==> config.mk <==
export PLATFORM = sky130hd
export DESIGN_NAME = demux_scan_ctrl
export DESIGN_NICKNAME = d
export VERILOG_FILES = /design/src/rtl/demux_scan_ctrl.sv
export SDC_FILE = /design/constraint.sdc
export NUM_CORES = 1
export LEC_CHECK = 0
export ABC_AREA = 1
export ABC_CLOCK_PERIOD_IN_PS = 1300
export BUFFER_PORTS_ARGS = -buffer_cell sky130_fd_sc_hd__buf_4
export CAP_MARGIN = 20
export CORE_MARGIN = 4
export CORE_UTILIZATION = 49
export DETAILED_ROUTE_END_ITERATION = 8
export GPL_TIMING_DRIVEN = 1
export PLACE_DENSITY = 0.81
export REMOVE_ABC_BUFFERS = 1
export SYNTH_ARGS = -nofsm -noshare
export SYNTH_HDL_FRONTEND = slang
export SYNTH_SLANG_ARGS = --single-unit
export TNS_END_PERCENT = 20
==> constraint.sdc <==
create_clock -name clk -period 1.3 [get_ports clk]
set_input_delay 0.39 -clock clk [delete_from_list [all_inputs] [get_ports clk]]
set_output_delay 0.39 -clock clk [all_outputs]
set_load 0.01 [all_outputs]
==> src/rtl/demux_scan_ctrl.sv <==
// demux_scan_ctrl: feeds a 1:NCH demux with data I and select S, scanning the enabled
// channels or one addressed channel. Define GUARD_EN for a break-before-make cycle between channels.
module demux_scan_ctrl #(
    parameter int unsigned NCH   = 8,
    parameter int unsigned SEL_W = 3,
    parameter int unsigned DWELL = 6
) (
    input  logic             clk,
    input  logic             rst,
    input  logic             start,
    input  logic             abort,
    input  logic             mode,
    input  logic [SEL_W-1:0] addr,
    input  logic [NCH-1:0]   ch_mask,
    input  logic             in_valid,
    input  logic             in_bit,
    output logic             in_ready,
    output logic             I,
    output logic [SEL_W-1:0] S,
    output logic             busy,
    output logic             frame_done
);
    localparam int unsigned CNT_W = (DWELL > 1) ? $clog2(DWELL) : 1;
    localparam logic [CNT_W-1:0] CNT_LOAD = CNT_W'(DWELL - 1);

    typedef enum logic [2:0] {
        IDLE  = 3'd0,
        WAIT  = 3'd1,
        HOLD  = 3'd2,
`ifdef GUARD_EN
        GUARD = 3'd4,
`endif
        DONE  = 3'd3
    } state_t;

    state_t           state_q, state_d;
    logic [SEL_W-1:0] ch_q, ch_d;
    logic             mode_q, mode_d;
    logic [NCH-1:0]   mask_q, mask_d;
    logic [CNT_W-1:0] cnt_q, cnt_d;
    logic             i_d;
    logic [SEL_W-1:0] s_d;
    logic             busy_d, fd_d;
    logic [SEL_W:0]   first_en, next_en;

    // Lowest enabled channel above cur (or at cur when incl); returns {found, index}.
    function automatic logic [SEL_W:0] next_enabled(input logic [NCH-1:0]   mask,
                                                    input logic [SEL_W-1:0] cur,
                                                    input logic             incl);
        logic [SEL_W:0] res;
        res = '0;
        for (int i = int'(NCH) - 1; i >= 0; i--) begin
            if (mask[i] && ((SEL_W'(i) > cur) || (incl && (SEL_W'(i) == cur)))) begin
                res = {1'b1, SEL_W'(i)};
            end
        end
        return res;
    endfunction

    assign in_ready = (state_q == WAIT) && !abort;

    always_comb begin
        state_d  = state_q;
        ch_d     = ch_q;
        mode_d   = mode_q;
        mask_d   = mask_q;
        cnt_d    = cnt_q;
        i_d      = I;
        s_d      = S;
        first_en = next_enabled(ch_mask, '0, 1'b1);
        next_en  = next_enabled(mask_q, ch_q, 1'b0);

        if (abort) begin
            state_d = IDLE;
            i_d     = 1'b0;
        end else begin
            case (state_q)
                IDLE: begin
                    if (start) begin
                        mode_d = mode;
                        mask_d = ch_mask;
                        if (mode) begin
                            ch_d    = addr;
                            state_d = WAIT;
                        end else if (first_en[SEL_W]) begin
                            ch_d    = first_en[SEL_W-1:0];
                            state_d = WAIT;
                        end else begin
                            state_d = DONE;
                        end
                    end
                end
                WAIT: begin
                    i_d = 1'b0;
                    if (in_valid) begin
                        i_d     = in_bit;
                        s_d     = ch_q;
                        cnt_d   = CNT_LOAD;
                        state_d = HOLD;
                    end
                end
                HOLD: begin
                    if (cnt_q == '0) begin
                        i_d = 1'b0;
                        // Scan moves upward only; single-channel frames end after one dwell
                        if (!mode_q && next_en[SEL_W]) begin
                            ch_d = next_en[SEL_W-1:0];
`ifdef GUARD_EN
                            state_d = GUARD;
`else
                            state_d = WAIT;
`endif
                        end else begin
                            state_d = DONE;
                        end
                    end else begin
                        cnt_d = cnt_q - CNT_W'(1);
                    end
                end
`ifdef GUARD_EN
                GUARD: begin
                    i_d     = 1'b0;
                    state_d = WAIT;
                end
`endif
                DONE: begin
                    i_d     = 1'b0;
                    state_d = IDLE;
                end
                default: begin
                    i_d     = 1'b0;
                    state_d = IDLE;
                end
            endcase
        end

        busy_d = (state_d != IDLE);
        fd_d   = (state_d == DONE);
    end

    always_ff @(posedge clk or posedge rst) begin
        if (rst) begin
            state_q    <= IDLE;
            ch_q       <= '0;
            mode_q     <= 1'b0;
            mask_q     <= '0;
            cnt_q      <= '0;
            I          <= 1'b0;
            S          <= '0;
            busy       <= 1'b0;
            frame_done <= 1'b0;
        end else begin
            state_q    <= state_d;
            ch_q       <= ch_d;
            mode_q     <= mode_d;
            mask_q     <= mask_d;
            cnt_q      <= cnt_d;
            I          <= i_d;
            S          <= s_d;
            busy       <= busy_d;
            frame_done <= fd_d;
        end
    end
endmodule

==> impl_metrics.yaml <==
outcome:
  outcome: "finished with violations"
  violations: "negative setup slack"
floorplanning:
  std_cell_rows: 18
  start_util_pct: 53.33
  dieArea_sq_mm: 0.003733
  core_sq_mm: 0.002590
  die_w_um: 61.10
  fp.dieH_um: 61.10
  pin_count: 25
synthesis:
  synth_ff_type: "dfrtp_1"
  ys_types: 28
  synth-async-reset-ratio_pct: 100.0
  ys_ff_latch: 23
  synth_edf_count: 0
  yosysWarningCount: 0
  synthTopCellsByCount: "nand2_1 (51), dfrtp_1 (23), inv_1 (22)"
  yosysSeqAreaShare_pct: 41.67
  syn-instance-count: 173
  yosysTopAreaCell: "dfrtp_1"
  netlist_area_sq_mm: 0.001381
  avgSynthCellArea_sq_um: 7.985
  yosys.area.top_type_share_pct: 41.67
  synthTopCellsByArea: "dfrtp_1 (42%), nand2_1 (14%), inv_1 (6.0%), nand2_2 (5.9%), o21ai_2 (4.4%)"
  yosysMostFrequentCell: "nand2_1"
clock_network:
  htreeDepth: 1
  clock_path_buffers: 2
  clk_pin_slew_ns: 0.13
  cts_tree: "done"
  hold_buffers: 0
  clk_latency_ns: 0.32
  cts_sinks: 23
  cts_root_buffer: "clkbuf_4"
  numCtsBuffers: 3
route:
  wl_um: 3639
  drt-initial-drc-count: 62
  antenna_violating_nets_post_route: 0
  viasPerCell: 5.187
  drc_errors: 0
  drt-pass1-iter-count: 4
  via_count: 1385
  wl_per_cell_um: 13.63
global_route:
  grt_use_total_pct: 20.44
  grt_pass1_vias: 1312
  grt_use_met2_pct: 36.56
  antenna_found_initial: 0
  grt_max_degree: 24
  met3_usage_pct: 2.935
  use_met1_pct: 23.37
  grt_pass1_wl_um: 5547
  grt_overflow: 0
  gr-max-usage-layer: "met2"
sta:
  finalClockSkew_ns: 0.001633
  worst_slew_pin_slew_ns: 0.5944
  finalCritPeriodShare_pct: 115.9
  fin_ws_ns: -0.2061
  rsz0062_at_grt: "true"
  hold_viol: 0
  finalSetupViolCount: 20
  relSlewSlack_pct: 60.07
  max_freq_mhz: 664.0
  hold_slack_ns: 0.08676
  drv_slew: 0
  fin_crit_ns: 1.506
setup_path:
  path_delay_family: "flip-flops"
  critPathCaptureType: "output port"
  path_depth: 3
  slowest_stage: "dfrtp_1"
  max_stage_delay_ns: 0.43
  critPathMaxFanout: 2
  required_ns: 0.91
  path_buf_inv: 1
  crit_path_start_kind: "flip-flop"
  worst_ep_arrival_time_ns: 1.12
  reg2regPathDepth: 7
  crit_chain: "nand3b_4 -> nor2_2 -> buf_4"
  worstSetupPathType: "flip-flop to output port"
finish:
  fin_cells: 267
  layout-area-overhead-vs-synth_pct: 45.47
  fillers: 174
  drive_gt1_share_pct: 51.90
  antenna-diode-count: 0
  final_util_pct: 77.58
  num-nets-final: 258
job:
  maxCapViolations: 0
power:
  ir_worst_vdd_mv: 0.9463
  powerDensity_mw_per_mm2: 1055
  total_power_mw: 2.120
  leakagePower_nw: 1.086
place:
  dp_hpwl_um: 2543
  gp_congestion: 0.8359
  place_inst: 252
  io_buffers: 24
hold_path:
  min_path_type: "primary input to async pin"
==> per-layer routing <==
layer  vias to the layer above  part of all wire, %
met4                         0                  3.9
met1                       648                   39
li1                        676                    -
met3                        15                  5.1
met2                        46                   52
met5                         -                    0
==> worst reg2reg max path: cells and delay by family (launching register included) <==
family | cells | cell delay, ns
buffers and inverters | 2 | 0.28
AOI/OAI and AO/OA | 2 | 0.39
DFF | 1 | 0.43
and+or+nand+nor | 3 | 0.34
==> cell families after synthesis <==
kind of cell | Yosys count | synth area share [%]
buf+inv | 24 | 7.065
fa+ha+maj | 2 | 1.811
other cells | 1 | 0.2715
compound gates | 29 | 14.31
simple gates | 93 | 33.79
mux | 1 | 1.087
flops | 23 | 41.67
==> cell type report <==
cell class	instances	area, sq um	area share, %
tap	30	37.54	1.868
sequential	23	578.1	28.77
multi-input combinational	126	793.3	39.48
clock buffer	3	22.52	1.121
clock inverter	1	5.005	0.2491
inverter	23	88.84	4.421
timing repair buffer	61	484.2	24.10
==> layout by cell type, fill, tap and decap left out, drive strengths merged <==
cell	netlist	routed
and2	1	1
a21oi	3	3
buf	1	61
dfrtp	23	23
nand3b	1	1
ha	2	2
nor2	15	15
clkbuf	0	3
mux2	1	1
nand3	9	9
o21bai	1	1
nand2	65	65
o31ai	1	1
o21ai	21	21
a31oi	1	1
clkinv	0	1
o221ai	1	1
conb	1	1
nor3	2	2
inv	23	23
a21boi	1	1
==> report_power, final <==
part	internal, mW	switching (mW)	total (mW)	leakage [nW]
clock	0.116	0.232	0.347	0.0177
combinational	0.416	0.407	0.823	0.778
sequential	0.837	0.113	0.949	0.291
total	1.37	0.751	2.12	1.09
==> sequential cells by signal (all words and copies together), names as in the netlist <==
register / cells
mask_q: 7
S: 3
ch_q: 3
cnt_q: 3
state_q: 3
I: 1
busy: 1
frame_done: 1
mode_q: 1
==> worst paths after layout <==
check | start | end | slack, ns
worst max-delay path | state_q[1] | in_ready | -0.21
max in group asynchronous | rst | ch_q[1] | 0.97
worst min register to register | S[2] | S[2] | 0.50
worst max register to register | state_q[0] | cnt_q[2] | -0.20
min in group clk | in_bit | I | 0.35
worst min-delay path | rst | S[0] | 0.09
==> metrics by stage <==
stage | setup WS (ns) | cell area, sq um | TNS (ns)
finish | -0.2061 | 2009 | -1.962
CTS | -0.2088 | 1912 | -1.702
detailed placement | -0.2413 | 1783 | -1.617
global placement | -0.1913 | 1783 | -0.8665
global route | -0.2719 | 2009 | -3.542
floorplan | -0.1049 | 1370 | -0.6563
==> timing repair <==
item | CTS | global route
setup buffers | 7 | 4
setup endpoints to repair | 20 | 24
pin swaps | 8 | 13
gates resized for setup | 21 | 21
Power figures use the tool's default switching activity.
